--- src/rtl/lcd_hd44780_responder.sv ---
// lcd_hd44780_responder: panel-side HD44780 8-bit bus model with a 2x16 DDRAM shadow,
// busy-time emulation, status/data readback and overrun detection.
`default_nettype none

module lcd_hd44780_responder #(
   parameter int BUSY_CYCLES  = 4625,
   parameter int CLEAR_CYCLES = 190000,
   parameter int SYNC_STAGES  = 2
) (
   input  logic       SYS_clk,
   input  logic       SYS_reset,
   input  logic       lcd_rs,
   input  logic       lcd_rw,
   input  logic       lcd_en,
   input  logic [7:0] lcd_db_in,
   output logic [7:0] lcd_db_out,
   output logic       lcd_db_oe,
   input  logic [4:0] rd_addr,
   output logic [7:0] rd_char,
   output logic       busy,
   output logic       disp_on,
   output logic       cursor_on,
   output logic       blink_on,
   output logic       two_line,
   output logic       eight_bit,
   output logic       overrun,
   output logic       wr_strobe
);

   localparam int SW      = (SYNC_STAGES < 2) ? 2 : SYNC_STAGES;
   localparam int MAX_CYC = (CLEAR_CYCLES > BUSY_CYCLES) ? CLEAR_CYCLES : BUSY_CYCLES;
   localparam int CNT_W   = $clog2(MAX_CYC + 1);

   typedef enum logic [1:0] {S_IDLE, S_EXEC, S_FILL, S_BUSY} state_t;

   state_t           state_q, state_d;
   logic [CNT_W-1:0] cnt_q, cnt_d;
   logic [4:0]       fill_q, fill_d;
   logic             clear_q, clear_d;
   logic [6:0]       ac_q, ac_d;
   logic             id_q, id_d;
   logic             disp_q, disp_d, cursor_q, cursor_d, blink_q, blink_d;
   logic             two_line_q, two_line_d, eight_bit_q, eight_bit_d;
   logic             overrun_q, overrun_d, wr_strobe_q, wr_strobe_d;
   logic [7:0]       rd_char_q, rd_char_d;
   logic [7:0]       ram_q [32];
   logic [7:0]       ram_d [32];
   // {en, rs, rw, db}; the extra last stage holds the values seen while EN was still high
   logic [10:0]      sync_q [SW+1];
   logic [10:0]      sync_d [SW+1];

   logic       en_s, rs_s, rw_s, en_p, rs_p, rw_p, fall;
   logic [7:0] db_p, ac_data;
   logic       ac_vis;
   logic [4:0] ac_idx;

   function automatic logic [6:0] ac_step(input logic [6:0] a, input logic inc);
      logic [6:0] r;
      if (inc) r = (a == 7'h27) ? 7'h40 : (a == 7'h67) ? 7'h00 : a + 7'd1;
      else     r = (a == 7'h00) ? 7'h67 : (a == 7'h40) ? 7'h27 : a - 7'd1;
      return r;
   endfunction

   assign en_s = sync_q[SW-1][10];
   assign rs_s = sync_q[SW-1][9];
   assign rw_s = sync_q[SW-1][8];
   assign en_p = sync_q[SW][10];
   assign rs_p = sync_q[SW][9];
   assign rw_p = sync_q[SW][8];
   assign db_p = sync_q[SW][7:0];
   assign fall = en_p & ~en_s;

   assign ac_vis  = (ac_q[5:4] == 2'b00);
   assign ac_idx  = {ac_q[6], ac_q[3:0]};
   assign ac_data = ac_vis ? ram_q[ac_idx] : 8'h20;

   // The expiry cycle already counts as not busy so a coincident write is accepted
   assign busy = (state_q != S_IDLE) && !(state_q == S_BUSY && cnt_q == '0);

   assign lcd_db_oe  = en_s & rw_s;
   assign lcd_db_out = lcd_db_oe ? (rs_s ? ac_data : {busy, ac_q}) : 8'h00;
   assign rd_char    = rd_char_q;
   assign disp_on    = disp_q;
   assign cursor_on  = cursor_q;
   assign blink_on   = blink_q;
   assign two_line   = two_line_q;
   assign eight_bit  = eight_bit_q;
   assign overrun    = overrun_q;
   assign wr_strobe  = wr_strobe_q;

   always_comb begin
      sync_d[0] = {lcd_en, lcd_rs, lcd_rw, lcd_db_in};
      for (int i = 1; i <= SW; i++) sync_d[i] = sync_q[i-1];
   end

   always_comb begin
      state_d     = state_q;
      cnt_d       = (state_q != S_IDLE && cnt_q != '0) ? cnt_q - 1'b1 : cnt_q;
      fill_d      = fill_q;
      clear_d     = clear_q;
      ac_d        = ac_q;
      id_d        = id_q;
      disp_d      = disp_q;
      cursor_d    = cursor_q;
      blink_d     = blink_q;
      two_line_d  = two_line_q;
      eight_bit_d = eight_bit_q;
      overrun_d   = overrun_q;
      wr_strobe_d = 1'b0;
      rd_char_d   = ram_q[rd_addr];
      ram_d       = ram_q;

      case (state_q)
         S_EXEC: state_d = clear_q ? S_FILL : S_BUSY;
         S_FILL: begin
            ram_d[fill_q] = 8'h20;
            fill_d        = fill_q + 5'd1;
            if (fill_q == 5'd31) state_d = S_BUSY;
         end
         S_BUSY: if (cnt_q == '0) state_d = S_IDLE;
         default: ;
      endcase

      if (fall) begin
         if (!rw_p) begin
            if (busy) begin
               overrun_d = 1'b1;
            end else begin
               wr_strobe_d = 1'b1;
               state_d     = S_EXEC;
               cnt_d       = CNT_W'(BUSY_CYCLES);
               clear_d     = 1'b0;
               fill_d      = 5'd0;
               if (rs_p) begin
                  if (ac_vis) ram_d[ac_idx] = db_p;
                  ac_d = ac_step(ac_q, id_q);
               end else begin
                  casez (db_p)
                     8'b1???????: ac_d = db_p[6:0];
                     8'b01??????: ;
                     8'b001?????: begin
                        eight_bit_d = db_p[4];
                        two_line_d  = db_p[3];
                     end
                     8'b0001????: if (!db_p[3]) ac_d = ac_step(ac_q, db_p[2]);
                     8'b00001???: begin
                        disp_d   = db_p[2];
                        cursor_d = db_p[1];
                        blink_d  = db_p[0];
                     end
                     8'b000001??: id_d = db_p[1];
                     8'b0000001?: begin
                        ac_d  = 7'h00;
                        cnt_d = CNT_W'(CLEAR_CYCLES);
                     end
                     8'b00000001: begin
                        ac_d    = 7'h00;
                        id_d    = 1'b1;
                        clear_d = 1'b1;
                        cnt_d   = CNT_W'(CLEAR_CYCLES);
                     end
                     default: ;
                  endcase
               end
            end
         end else if (rs_p && !busy) begin
            ac_d = ac_step(ac_q, id_q);
         end
      end
   end

   always_ff @(posedge SYS_clk or negedge SYS_reset) begin
      if (!SYS_reset) begin
         state_q     <= S_IDLE;
         cnt_q       <= '0;
         fill_q      <= 5'd0;
         clear_q     <= 1'b0;
         ac_q        <= 7'h00;
         id_q        <= 1'b1;
         disp_q      <= 1'b0;
         cursor_q    <= 1'b0;
         blink_q     <= 1'b0;
         two_line_q  <= 1'b0;
         eight_bit_q <= 1'b1;
         overrun_q   <= 1'b0;
         wr_strobe_q <= 1'b0;
         rd_char_q   <= 8'h20;
         for (int i = 0; i < 32; i++) ram_q[i] <= 8'h20;
         for (int i = 0; i <= SW; i++) sync_q[i] <= 11'd0;
      end else begin
         state_q     <= state_d;
         cnt_q       <= cnt_d;
         fill_q      <= fill_d;
         clear_q     <= clear_d;
         ac_q        <= ac_d;
         id_q        <= id_d;
         disp_q      <= disp_d;
         cursor_q    <= cursor_d;
         blink_q     <= blink_d;
         two_line_q  <= two_line_d;
         eight_bit_q <= eight_bit_d;
         overrun_q   <= overrun_d;
         wr_strobe_q <= wr_strobe_d;
         rd_char_q   <= rd_char_d;
         for (int i = 0; i < 32; i++) ram_q[i] <= ram_d[i];
         for (int i = 0; i <= SW; i++) sync_q[i] <= sync_d[i];
      end
   end

endmodule

`default_nettype wire

--- config.mk ---
export PLATFORM = sky130hd
export DESIGN_NAME = lcd_hd44780_responder
export DESIGN_NICKNAME = d
export VERILOG_FILES = /design/src/rtl/lcd_hd44780_responder.sv
export SDC_FILE = /design/constraint.sdc
export NUM_CORES = 1
export LEC_CHECK = 0
export CAP_MARGIN = 20
export CORE_MARGIN = 10
export CORE_UTILIZATION = 45
export DETAILED_ROUTE_END_ITERATION = 6
export PLACE_DENSITY_LB_ADDON = 0.25
export SETUP_SLACK_MARGIN = 0.1
export SYNTH_ARGS = -nofsm -noshare
export SYNTH_HDL_FRONTEND = slang
export SYNTH_SLANG_ARGS = --single-unit
--- constraint.sdc ---
create_clock -name SYS_clk -period 3.9 [get_ports SYS_clk]
set_input_delay 0.78 -clock SYS_clk [delete_from_list [all_inputs] [get_ports SYS_clk]]
set_output_delay 0.78 -clock SYS_clk [all_outputs]
set_load 0.01 [all_outputs]
== Word level (Yosys, flattened, before mapping) ==
Cells that the tools add are included.

* $add $sub $neg: 4
* Magnitude comparators: 5
* Eq/ne operators: 16
* Muxes and demuxes: 55
* Bitwise logic cells: 12
* Reductions and logical operators: 22

{| class="wikitable"
|+ Operators by type and width
! cell !! count
|-
| $mux W256 || 6
|-
| $bwmux W256 || 1
|-
| $and A224 B224 Y224 || 1
|-
| $not A224 Y224 || 1
|-
| $mux W18 || 6
|-
| $bmux W8 S5 || 2
|-
| $demux W8 S5 || 2
|-
| $mux W7 || 11
|-
| $mux W8 || 9
|-
| $or A32 B32 Y32 || 1
|-
| $pmux W7 S3 || 1
|-
| $mux W5 || 4
|-
| $reduce_and A5 Y1 || 4
|-
| $ge A6 B6 Y1 const B || 3
|-
| $logic_not A18 Y1 || 1
|-
| $not A5 Y6 || 3
|-
| $reduce_bool A18 Y1 || 1
|-
| $sub A18 B1 Y18 const B || 1
|-
| $eq A7 B7 Y1 const B || 2
|-
| $lt A6 B1 Y1 const B || 2
|-
| $mux W2 || 5
|-
| $eq A8 B1 Y1 const B || 1
|-
| $add A7 B1 Y7 const B || 1
|-
| $eq A7 B1 Y1 const B || 1
|-
| other kinds (25) || 44
|}

* Bits in registers: 338

== Longest topological paths before layout ==
Gate-level depths: netlist (run 1).

* Word-level depth: 14
* Mapped depth: 11
* Gate-level depth less buffers: 8

== Worst setup path after synthesis (run 1) ==
Ideal clock, no wire load.

* Kind: register -> output
* From: reg cnt_q[12]
* To: out lcd_db_out[7]
* Data arrival time: 2.424 ns
* Path slack: 0.696 ns
* Stages on the path, launching flop included: 10
* Path buffers: 3
* Cell sequence: dfrtp_1 -> or3_4 -> or4_1 -> buf_2 -> o31ai_4 -> buf_6 -> inv_1 -> buf_2 -> o21ai_0 -> nor2_1

* Cells in the longest elaborated chain, start to end: 6

{| class="wikitable"
|+ Ends and longest elaborated chain
! item !! RTL line !! text
|-
| from (decl) || 37 || <nowiki>logic [CNT_W-1:0] cnt_q, cnt_d;</nowiki>
|-
| from (signal assigned) || 192 || <nowiki>cnt_q <= cnt_d;</nowiki>
|-
| $logic_not A18 Y1 || 78 || <nowiki>assign busy = (state_q != S_IDLE) && !(state_q == S_BUSY && cnt_q == '0);</nowiki>
|-
| $logic_and A1 B1 Y1 || 78 ||
|-
| $logic_not A1 Y1 || 78 ||
|-
| $logic_and A1 B1 Y1 || 78 ||
|-
| named net busy || 20 || <nowiki>output logic busy,</nowiki>
|-
| $mux W8 (2 in series) || 81 || <nowiki>assign lcd_db_out = lcd_db_oe ? (rs_s ? ac_data : {busy, ac_q}) : 8'h00;</nowiki>
|-
| to (decl) || 16 || <nowiki>output logic [7:0] lcd_db_out,</nowiki>
|}

The timed path passes the listed nets, and every way through them passes these cells.

== Worst setup path in the final report (run 1) ==
* From: reg ac_q[0]
* To: out lcd_db_out[1]

* Cells in the longest elaborated chain, start to end: 7

{| class="wikitable"
|+ Ends and longest elaborated chain
! item !! RTL line !! text
|-
| from (decl) || 40 || <nowiki>logic [6:0] ac_q, ac_d;</nowiki>
|-
| from (signal assigned) || 178 || <nowiki>ac_q <= 7'h00;</nowiki>
|-
| from (signal assigned) || 195 || <nowiki>ac_q <= ac_d;</nowiki>
|-
| $not A5 Y6 (not written as such) || 75 || <nowiki>assign ac_data = ac_vis ? ram_q[ac_idx] : 8'h20;</nowiki>
|-
| $bmux W8 S5 || 75 ||
|-
| $mux W8 (not written as such) (2 in series) || 75 ||
|-
| $mux W8 || 75 ||
|-
| $mux W8 (2 in series) || 81 ||
|}

Every way passes these cells. The select of a mux whose other input is x is not followed.

==> results of run 1 <==
[worst min-delay path by stage]
| stage | startpoint | to | slack (ns) | depth (start not counted) |
|---|---|---|---|---|
| after global placement | sync_d[21]$_DFF_PN0_ | en_s$_DFF_PN0_ | 0.33 | 0 |
| after detailed placement | sync_d[3]$_DFF_PN0_ | db_p[3]$_DFF_PN0_ | 0.33 | 0 |
| after global routing | SYS_reset | sync_d[6]$_DFF_PN0_ | 0.32 | 1 |
| after CTS | SYS_reset | sync_d[14]$_DFF_PN0_ | 0.29 | 1 |
| final | SYS_reset | sync_d[13]$_DFF_PN0_ | 0.26 | 1 |
| after floorplan | sync_d[0]$_DFF_PN0_ | db_p[0]$_DFF_PN0_ | 0.33 | 0 |
[power by group through the flow]
| stage | combinational (uW) | clock [uW] | sequential [uW] |
|---|---|---|---|
| 6_report | 2620 | 3650 | 4380 |
| 5_1_grt | 2790 | 3850 | 4420 |
| 4_1_cts | 2570 | 3710 | 4360 |
| 3_5_place_dp | 2480 | 0 | 4420 |
| 3_3_place_gp | 2440 | 0 | 4410 |
| 2_1_floorplan | 1750 | 0 | 4200 |
[state kept, by name (all words and copies together) (netlist names)]
name and cells:
ac_q 7, blink_on 1, clear_q 1, cnt_q 18, cursor_on 1, db_p 8
disp_on 1, eight_bit 1, en_p 1, en_s 1, fill_q 5, id_q 1
overrun 1, ram_q 256, rd_char 8, rs_p 1, rs_s 1, rw_p 1
rw_s 1, state_q 2, sync_d 19, two_line 1, wr_strobe 1
[timing repair]
item | in CTS | in global routing
pin swaps | 2 | 5
gates cloned | 1 | 0
setup endpoints to repair | 9 | 5
gates resized for setup | 29 | 12
setup buffers | 5 | 0
[synthesized netlist by cell type, drive strengths merged (7+ instances only)]
cell and n:
nor3 27, nand3 46, nand2 269, nand2b 36
and3 8, dfrtp 303, ha 11, clkbuf 74
xor2 13, mux4 143, dfstp 35, nor4 7
buf 31, mux2 47, a21oi 10, nor2 42
o21ai 36, inv 15, mux2i 254, o22ai 10
or3 11, and2 10
[through the flow]
step	total power (uW)	hold slack (ns)	cells	util
finish	10700	0.259	2148	0.522
global route	11100	0.319	2147	0.522
CTS	10600	0.294	2147	0.521
detailed placement	6910	0.335	2069	0.487
global placement	6850	0.332	2069	0.487
floorplan	5950	0.331	1542	-
[final cells by class]
| class | instances | area, sq um | area share |
|---|---|---|---|
| clock buffers | 58 | 1130 | 0.0526 |
| repair buffers | 106 | 1050 | 0.0491 |
| flip-flops and latches | 338 | 8510 | 0.397 |
| diodes | 1 | 2.50 | 0.000117 |
| multi-input cells | 1081 | 9880 | 0.461 |
| well taps | 532 | 666 | 0.0310 |
| inverters | 18 | 68.8 | 0.00321 |
| clock inverters | 14 | 134 | 0.00624 |
[cells by family after synthesis]
logic type,Yosys count,synth area share
fa+ha+maj,11,0.00732
xor+xnor,18,0.00838
mux,444,0.335
flops,338,0.452
simple gates,493,0.129
compound gates,115,0.0419
buf+inv,123,0.0263
[metal layers]
| metal | track usage | up-vias | routed length [um] |
|---|---|---|---|
| met5 | 0 | - | 0 |
| met4 | 0.109 | 0 | 2700 |
| met3 | 0.0522 | 135 | 5080 |
| met2 | 0.360 | 632 | 26600 |
| met1 | 0.312 | 7125 | 24200 |
| li1 | - | 5760 | - |
[worst reg2reg max path: stages, from the launching register on]
cell and delay [ns]:
dfrtp_1 0.45, or3_4 0.39, or4_4 0.55, o31ai_4 0.23, buf_4 0.61, nand3_2 0.54, mux2_2 0.44
==> metrics.csv, run 1 <==
metric;value;unit
Syn. warnings;0;
via-per-instance ratio;6.36;
initial antenna violation count;1;
net switching component of the power;3410;uW
final setup violation count;0;
worst hold-check path type;input port to asynchronous set/reset pin;
synth top area cells;dfrtp_1 40%, mux4_2 17%, mux2i_1 14%;
top-level I/O count;43;
Static Leakage;0.0102;uW
effective utilization at floorplan;0.457;
part of the total power dissipated in combinational logic;0.246;
FF-to-FF Start;cnt_q[10]$_DFF_PN0_;
critical path startpoint;ac_q[0]$_DFFE_PN0P_;
gp weighted congestion;0.985;
clock buffer depth;3;
Post-synth EDFFs;0;
power density of the placed cells;497;nW/um^2
share of Yosys cell area claimed by the top area cell type;0.403;
transition time at the pin with the least slew margin;1.13;ns
largest fanout of any net on the critical path;11;
library cell used as clock root buffer;clkbuf_16;
number of routed nets with antenna violations;0;
fraction of registers with async set or reset after synthesis;1.00;
proportion of power drawn by flip-flops and latches;0.411;
distinct cell type count after synthesis;66;
routed wire length;58500;um
nets@finish;1613;
series of cell instances along the critical path;buf_12, buf_4, bufbuf_16, mux4_2, mux2i_2, o21ai_0, nor3_1, nor2_1, clkdlybuf4s15_1;
worst slack at placement;0.159;ns
number of remaining DRC errors;0;
maximum number of pins on one net before global-route repair;99;
Skew-Pair Late Insertion Delay;0.57;ns
DIE WIDTH;224;um
number of global-route vias before repair;13900;
Mapped Nets;1571;
max frequency;265;MHz
Iter 0 DRT Violations;1557;
Total Die Area;50400;sq um
#FFs+latches synth;338;
stage delay of the slowest cell on the critical path;0.52;ns
number of fill cells in the layout;3557;
worst setup path end;lcd_db_out[1];
Worst Reg2Reg Path Length in Cells;6;
commonest register cell after synthesis;dfrtp_1;
Final Hold Violating Endpoints;0;
Design Area, Final;21400;sq um
share of post-route cells with drive strength above 1;0.254;
area of the mapped netlist;18800;sq um
reg2reg setup slack;0.62;ns
Reg-to-Reg End;ram_q[253]$_DFF_PN1_;
Max VDD drop;334;uV
hold_buf cts;0;
via total after detailed routing;13700;
Sinks on Clock Net;338;
startpoint type of the worst setup path;flip-flop;
kind of end point of the critical path;output pin;
number of clock buffers inserted by TritonCTS;39;
final critical delay including setup and external delays;3.77;ns
slowest CP cell;dfrtp_4;
Port Buffers;42;
number of max-cap violations;0;
GR Util All Layers;0.234;
critical path class;flip-flop to output pin;
worst-case setup margin in the final layout;0.130;ns
library cell with the largest summed area after synthesis;dfrtp_1;
net switching share of the total power;0.320;
kind of cell adding the most delay to the critical path;buffers and inverters;
area of the core;41100;sq um
run status;complete, no violations;
Post-Syn Instances;1542;
Die Height;224;um
commonest non-fill, non-tap cells in the layout;300 x dfrtp_1, 269 x nand2_1, 245 x mux2i_1;
internal power contribution;7250;uW
clock tree from TritonCTS;yes;
Rows;74;
arrival time reported for the critical path endpoint;2.99;ns
worst endpoint required time;3.12;ns
logic depth of the worst path, buffers included;9;
clock transition at the registers of the reported paths;0.06;ns
area added between synthesis and finish;14.1;%
Slew Limit Headroom;0.238;
first-pass GRT wire length;89700;um
count of TritonRoute iterations in the first routing pass;6;
routed length per placed instance;27.2;um
Final HPWL DP;39600;um
number of pins exceeding their max-slew limit in the final report;0;
Post-Synthesis Mean Instance Area;12.2;sq um
H-tree depth reported by CTS;2;
grt ovf;0;
sequential cell area fraction in the yosys report;0.452;
Crit path buffers/inverters;4;
Worst Clk Skew;0.0223;ns
share of power burned in the clock network;0.343;
portion of the clock cycle consumed by the worst path in the final layout;0.967;
most frequent standard cell in the layout excluding fill and tap cells;dfrtp_1;
sum of negative setup slack;0;ns
area after detailed placement;20000;sq um
unrepaired setup endpoints after global routing;yes;
No activity file was read; power rests on OpenSTA's default activity.
==> inputs of run 2 (changes only) <==
--- a/config.mk
+++ b/config.mk
@@ -8,7 +8,9 @@
 export CAP_MARGIN = 20
 export CORE_MARGIN = 10
 export CORE_UTILIZATION = 45
+export CTS_BUF_LIST = sky130_fd_sc_hd__clkbuf_2 sky130_fd_sc_hd__clkbuf_4 sky130_fd_sc_hd__clkbuf_8
 export DETAILED_ROUTE_END_ITERATION = 6
+export MAX_ROUTING_LAYER = met4
 export PLACE_DENSITY_LB_ADDON = 0.25
 export SETUP_SLACK_MARGIN = 0.1
 export SYNTH_ARGS = -nofsm -noshare
==> constraint.sdc (replaced) <==
create_clock -name SYS_clk -period 4.7 [get_ports SYS_clk]
set_input_delay 0.94 -clock SYS_clk [delete_from_list [all_inputs] [get_ports SYS_clk]]
set_output_delay 0.94 -clock SYS_clk [all_outputs]
set_load 0.01 [all_outputs]
==> metrics.csv, run 2 (synthesis gave the netlist of run 1 again) <==
metric;value;unit;change
initial antenna violation count;2;;+1
sequential cell area;8510;sq um;about the same
critical path startpoint;ac_q[5]$_DFFE_PN0P_;;
number of global-route vias before repair;13900;;+0.24%
most frequent standard cell in the layout excluding fill and tap cells;dfrtp_1;;
max frequency;222;MHz;
Skew-Pair Late Insertion Delay;0.67;ns;+0.10 ns
nets@finish;1608;;-0.31%
reg2reg setup slack;1.12;ns;+0.50 ns
number of fill cells in the layout;3620;;+1.8%
Crit path buffers/inverters;1;;-3
library cell used as clock root buffer;clkbuf_8;;
FF-to-FF Start;cnt_q[12]$_DFF_PN0_;;
Static Leakage;0.0101;uW;-0.24%
clock transition at the registers of the reported paths;0.06;ns;about the same
final setup violation count;0;;unchanged
number of remaining DRC errors;0;;unchanged
Die Height;224;um;unchanged
Final HPWL DP;39400;um;-0.43%
via total after detailed routing;13700;;+0.14%
series of cell instances along the critical path;nor2_1, nand3_1, a21oi_1, o21ai_0, o21ai_1, clkdlybuf4s50_1;;
Final Hold Slack;0.322;ns;+0.0621 ns
Multi-input gate area;9810;sq um;-0.73%
maximum number of pins on one net before global-route repair;114;;+15%
GR Util All Layers;0.244;;+0.00913
hold_buf cts;0;;unchanged
slowest CP cell;clkdlybuf4s50_1;;
Iter 0 DRT Violations;1263;;-19%
routed length per placed instance;27.4;um;+0.63%
number of pins exceeding their max-slew limit in the final report;0;;unchanged
largest fanout of any net on the critical path;10;;-1
routed wire length;59400;um;+1.5%
arrival time reported for the critical path endpoint;3.56;ns;+0.57 ns
area added between synthesis and finish;13.4;%;
effective utilization at floorplan;0.457;;unchanged
unrepaired setup endpoints after global routing;no;;
Total Die Area;50400;sq um;unchanged
H-tree depth reported by CTS;2;;unchanged
worst hold-check path type;input port to asynchronous set/reset pin;;
Reg-to-Reg End;cnt_q[10]$_DFF_PN0_;;
Max VDD drop;262;uV;-22%
flip-flop count of the largest register after layout;256;;unchanged
power density of the placed cells;418;nW/um^2;-16%
top-level I/O count;43;;unchanged
kind of cell adding the most delay to the critical path;compound AO/OA/AOI/OAI gates;;
commonest non-fill, non-tap cells in the layout;300 x dfrtp_1, 269 x nand2_1, 254 x mux2i_1;;
Worst Clk Skew;0.0240;ns;+0.00165 ns
via-per-instance ratio;6.31;;-0.69%
first-pass GRT wire length;89900;um;+0.30%
startpoint type of the worst setup path;flip-flop;;
Worst Reg2Reg Path Length in Cells;7;;+1
Top reg by flops;ram_q;;
Port Buffers;42;;unchanged
critical path class;flip-flop to output pin;;
worst endpoint required time;3.76;ns;+0.64 ns
count of TritonRoute iterations in the first routing pass;5;;-1
area of the core;41100;sq um;unchanged
number of clock buffers inserted by TritonCTS;61;;+56%
kind of end point of the critical path;output pin;;
logic depth of the worst path, buffers included;6;;-3
number of routed nets with antenna violations;0;;unchanged
DIE WIDTH;224;um;unchanged
stage delay of the slowest cell on the critical path;0.61;ns;+0.09 ns
number of max-cap violations;0;;unchanged
gp weighted congestion;0.962;;-2.4%
sum of negative setup slack;0;ns;unchanged
run status;complete, no violations;;
Rows;74;;unchanged
Slew Limit Headroom;0.236;;-0.00145
portion of the clock cycle consumed by the worst path in the final layout;0.957;;
worst setup path end;lcd_db_out[6];;
share of post-route cells with drive strength above 1;0.260;;+0.00531
Final Hold Violating Endpoints;0;;unchanged
transition time at the pin with the least slew margin;1.14;ns;+0.00905 ns
grt ovf;0;;unchanged
clock buffer depth;3;;unchanged
Sinks on Clock Net;338;;unchanged
final critical delay including setup and external delays;4.50;ns;
clock tree from TritonCTS;yes;;
-- run 2: cell count changes in the layout (fill, tap and decap cells not counted), sizes merged, moves of 2 or more --
cell / delta
buf: -26
clkbuf: +44
clkdlybuf4s15: -2
clkdlybuf4s50: +9
dlygate4sd2: -6
inv: -3
-- run 2: area by class of cell --
type                    count  share of cell area
flip-flops and latches    338               0.399
repair buffers             79              0.0381
clock inverters            13             0.00710
multi-input cells        1081               0.460
inverters                  18             0.00317
well taps                 532              0.0312
clock buffers             103              0.0609
diodes                      2            0.000235
-- run 2: repair_timing --
item / 4_1_cts / 5_1_grt
endpoints found under the hold margin: 0 / 0
buffers inserted: 1 / 3
resized for setup: 1 / 3
endpoints found under the setup margin: 8 / 4
-- run 2: routing by layer --
layer | vias up | global-route usage | wire, um
met5 | - | - | 0
met4 | 0 | 0.0976 | 2210
met3 | 131 | 0.0534 | 5250
met2 | 656 | 0.374 | 27900
met1 | 7106 | 0.310 | 24000
li1 | 5778 | - | -
-- run 2: worst min-delay path by stage --
stage | end | from | cells after the start
floorplan | db_p[0]$_DFF_PN0_ | sync_d[0]$_DFF_PN0_ | 0
finish | sync_d[16]$_DFF_PN0_ | SYS_reset | 1
detailed placement | sync_d[4]$_DFF_PN0_ | sync_d[15]$_DFF_PN0_ | 0
global route | en_s$_DFF_PN0_ | sync_d[21]$_DFF_PN0_ | 0
CTS | rw_s$_DFF_PN0_ | sync_d[19]$_DFF_PN0_ | 0
global placement | db_p[4]$_DFF_PN0_ | sync_d[4]$_DFF_PN0_ | 0
-- run 2: metrics by stage --
stage                util  worst slack (ns)  instance area, sq um  power [uW]  cells
floorplan               -              1.34                 18800        4940   1542
global placement    0.482             0.695                 19800        5630   2044
detailed placement  0.482             0.618                 19800        5680   2044
CTS                 0.518            0.0641                 21300        8920   2161
global route        0.519             0.108                 21300        9280   2166
finish              0.519             0.204                 21300        8910   2166
-- run 2: power by group --
part | switching (uW) | total (uW) | leakage (uW) | internal [uW]
sequential | 416 | 3700 | 0.00446 | 3280
combinational | 1140 | 2010 | 0.00491 | 875
clock | 1300 | 3200 | 0.000767 | 1900
total | 2850 | 8910 | 0.0101 | 6060
==> inputs of run 3 (changes only) <==
--- a/config.mk
+++ b/config.mk
@@ -5,8 +5,8 @@
 export SDC_FILE = /design/constraint.sdc
 export NUM_CORES = 1
 export LEC_CHECK = 0
-export CAP_MARGIN = 20
-export CORE_MARGIN = 10
+export CAP_MARGIN = 40
+export CORE_MARGIN = 1.5
 export CORE_UTILIZATION = 45
 export CTS_BUF_LIST = sky130_fd_sc_hd__clkbuf_2 sky130_fd_sc_hd__clkbuf_4 sky130_fd_sc_hd__clkbuf_8
 export DETAILED_ROUTE_END_ITERATION = 6
==> constraint.sdc (replaced) <==
create_clock -name SYS_clk -period 5.8 [get_ports SYS_clk]
set_input_delay 1.16 -clock SYS_clk [delete_from_list [all_inputs] [get_ports SYS_clk]]
set_output_delay 1.16 -clock SYS_clk [all_outputs]
set_load 0.01 [all_outputs]
==> metrics.csv, run 3 (synthesis gave the netlist of run 1 again) <==
metric;value;unit;change
run status;finished, violations left;;
violations in the final reports;DRC;;
grt ovf;0;;unchanged
DIE WIDTH;207;um;-7.6%
max frequency;189;MHz;
Final Hold Violating Endpoints;0;;unchanged
effective utilization at floorplan;0.458;;+0.00103
final critical delay including setup and external delays;5.30;ns;
Iter 0 DRT Violations;1293;;+2.4%
series of cell instances along the critical path;buf_4, mux4_2, nand2_1, a21oi_1, o21ai_0, o21ai_0, clkdlybuf4s50_1;;
most used cell, CP;o21ai_0;;
Non-Filler Instances;2145;;-0.97%
library cell used as clock root buffer;clkbuf_8;;
number of global-route vias before repair;13800;;-1.2%
end-of-flow core utilization;0.511;;-0.00752
area added between synthesis and finish;11.5;%;
via-per-instance ratio;6.29;;-0.37%
number of routed nets with antenna violations;0;;unchanged
Total Die Area;43000;sq um;-15%
via total after detailed routing;13500;;-1.3%
H-tree depth reported by CTS;2;;unchanged
Slew Limit Headroom;0.309;;+0.0728
routed length per placed instance;26.2;um;-4.5%
Final HPWL DP;36700;um;-6.9%
power density of the placed cells;329;nW/um^2;-21%
initial antenna violation count;0;;-2
worst hold-check path type;flip-flop to flip-flop;;
clock tree from TritonCTS;yes;;
# resized after CTS;0;;-1
Worst Clk Skew;0.0424;ns;+0.0184 ns
Rows;74;;unchanged
DP Cell Count;2035;;-0.44%
setup repair bufs after CTS;0;;-1
Die Height;207;um;-7.6%
number of max-cap violations;0;;unchanged
startpoint type of the worst setup path;flip-flop;;
clock transition at the registers of the reported paths;0.07;ns;about the same
Sinks on Clock Net;338;;unchanged
Port Buffers;42;;unchanged
most frequent standard cell in the layout excluding fill and tap cells;dfrtp_1;;
Skew-Pair Late Insertion Delay;0.68;ns;about the same
worst endpoint required time;4.64;ns;+0.88 ns
kind of cell adding the most delay to the critical path;buffers and inverters;;
share of post-route cells with drive strength above 1;0.251;;-0.00872
Crit path buffers/inverters;2;;+1
kind of end point of the critical path;output pin;;
slowest CP cell;dfrtp_4;;
hold_buf cts;0;;unchanged
Static Leakage;0.00997;uW;-1.6%
number of remaining DRC errors;2;;+2
maximum number of pins on one net before global-route repair;146;;+28%
stage delay of the slowest cell on the critical path;0.90;ns;+0.29 ns
unrepaired setup endpoints after global routing;no;;
Antenna Diode Count;0;;-2
arrival time reported for the critical path endpoint;4.14;ns;+0.58 ns
Top reg by flops;ram_q;;
number of pins exceeding their max-slew limit in the final report;0;;unchanged
clock buffer depth;3;;unchanged
top-level I/O count;43;;unchanged
number of clock buffers inserted by TritonCTS;58;;-4.9%
transition time at the pin with the least slew margin;1.02;ns;-0.120 ns
routed wire length;56200;um;-5.4%
final setup violation count;0;;unchanged
critical path class;flip-flop to output pin;;
first-pass GRT wire length;86900;um;-3.3%
flip-flop count of the largest register after layout;256;;unchanged
count of TritonRoute iterations in the first routing pass;7;;+2
commonest non-fill, non-tap cells in the layout;299 x dfrtp_1, 269 x nand2_1, 254 x mux2i_1;;
Max VDD drop;290;uV;+11%
sum of negative setup slack;0;ns;unchanged
gp weighted congestion;0.907;;-5.7%
GR Util All Layers;0.276;;+0.0319
nets@finish;1592;;-1.0%
area of the core;41000;sq um;-0.23%
portion of the clock cycle consumed by the worst path in the final layout;0.914;;
largest fanout of any net on the critical path;35;;+25
## run 3: cell count changes in the layout (fill, tap and decap cells not counted), sizes merged
cell	change
clkbuf	-6
buf	-14
diode	-2
bufinv	-3
clkinv	+4
clkinvlp	-1
clkdlybuf4s18	+1
## run 3: final cells by class
type	instances	area, sq um
timing repair buffer	66	623
sequential	338	8510
clock buffer	97	1220
fill	3577	20100
tap	532	666
clock inverter	13	73.8
inverter	18	67.6
multi-input combinational	1081	9810
## run 3: worst reg2reg max path: stages (launching register included)
cell	delay (ns)
dfrtp_1	0.43
or3_4	0.41
or4_1	0.78
o31ai_4	0.33
buf_4	0.58
nand2_1	0.32
inv_1	0.56
o21ai_0	0.20
## run 3: path summary, 6_finish.rpt
check / start / slack [ns] / cells after the start / end
worst max-delay path: ac_q[0]$_DFFE_PN0P_ / 0.50 / 7 / lcd_db_out[6]
max in group asynchronous: SYS_reset / 4.05 / 2 / rd_char[4]$_DFF_PN0_
worst max register to register: cnt_q[11]$_DFF_PN0_ / 2.04 / 7 / cnt_q[15]$_DFF_PN0_
worst min-delay path: sync_d[12]$_DFF_PN0_ / 0.34 / 0 / sync_d[1]$_DFF_PN0_
worst min register to register: sync_d[12]$_DFF_PN0_ / 0.34 / 0 / sync_d[1]$_DFF_PN0_
min in group asynchronous: SYS_reset / 0.47 / 1 / sync_d[15]$_DFF_PN0_
## run 3: per-layer routing
metal	vias to the layer above	GRT usage	wire length, um
li1	5735	-	-
met2	548	0.401	25300
met3	142	0.0602	4530
met1	7063	0.377	24200
met5	-	-	0
met4	0	0.109	2090
## run 3: through the flow
step / power, uW / hold WS, ns / instance area [sq um] / setup WS (ns)
final: 6910 / 0.336 / 21000 / 0.498
after global routing: 7190 / 0.350 / 21000 / 0.372
after CTS: 6910 / 0.342 / 21000 / 0.501
after detailed placement: 4550 / 0.335 / 19700 / 1.22
after global placement: 4510 / 0.332 / 19700 / 1.22
after floorplan: 4000 / 0.331 / 18800 / 2.22
## run 3: where the power goes
| group | internal [uW] | switching, uW |
|---|---|---|
| clock | 1320 | 1040 |
| combinational | 658 | 851 |
| sequential | 2660 | 377 |
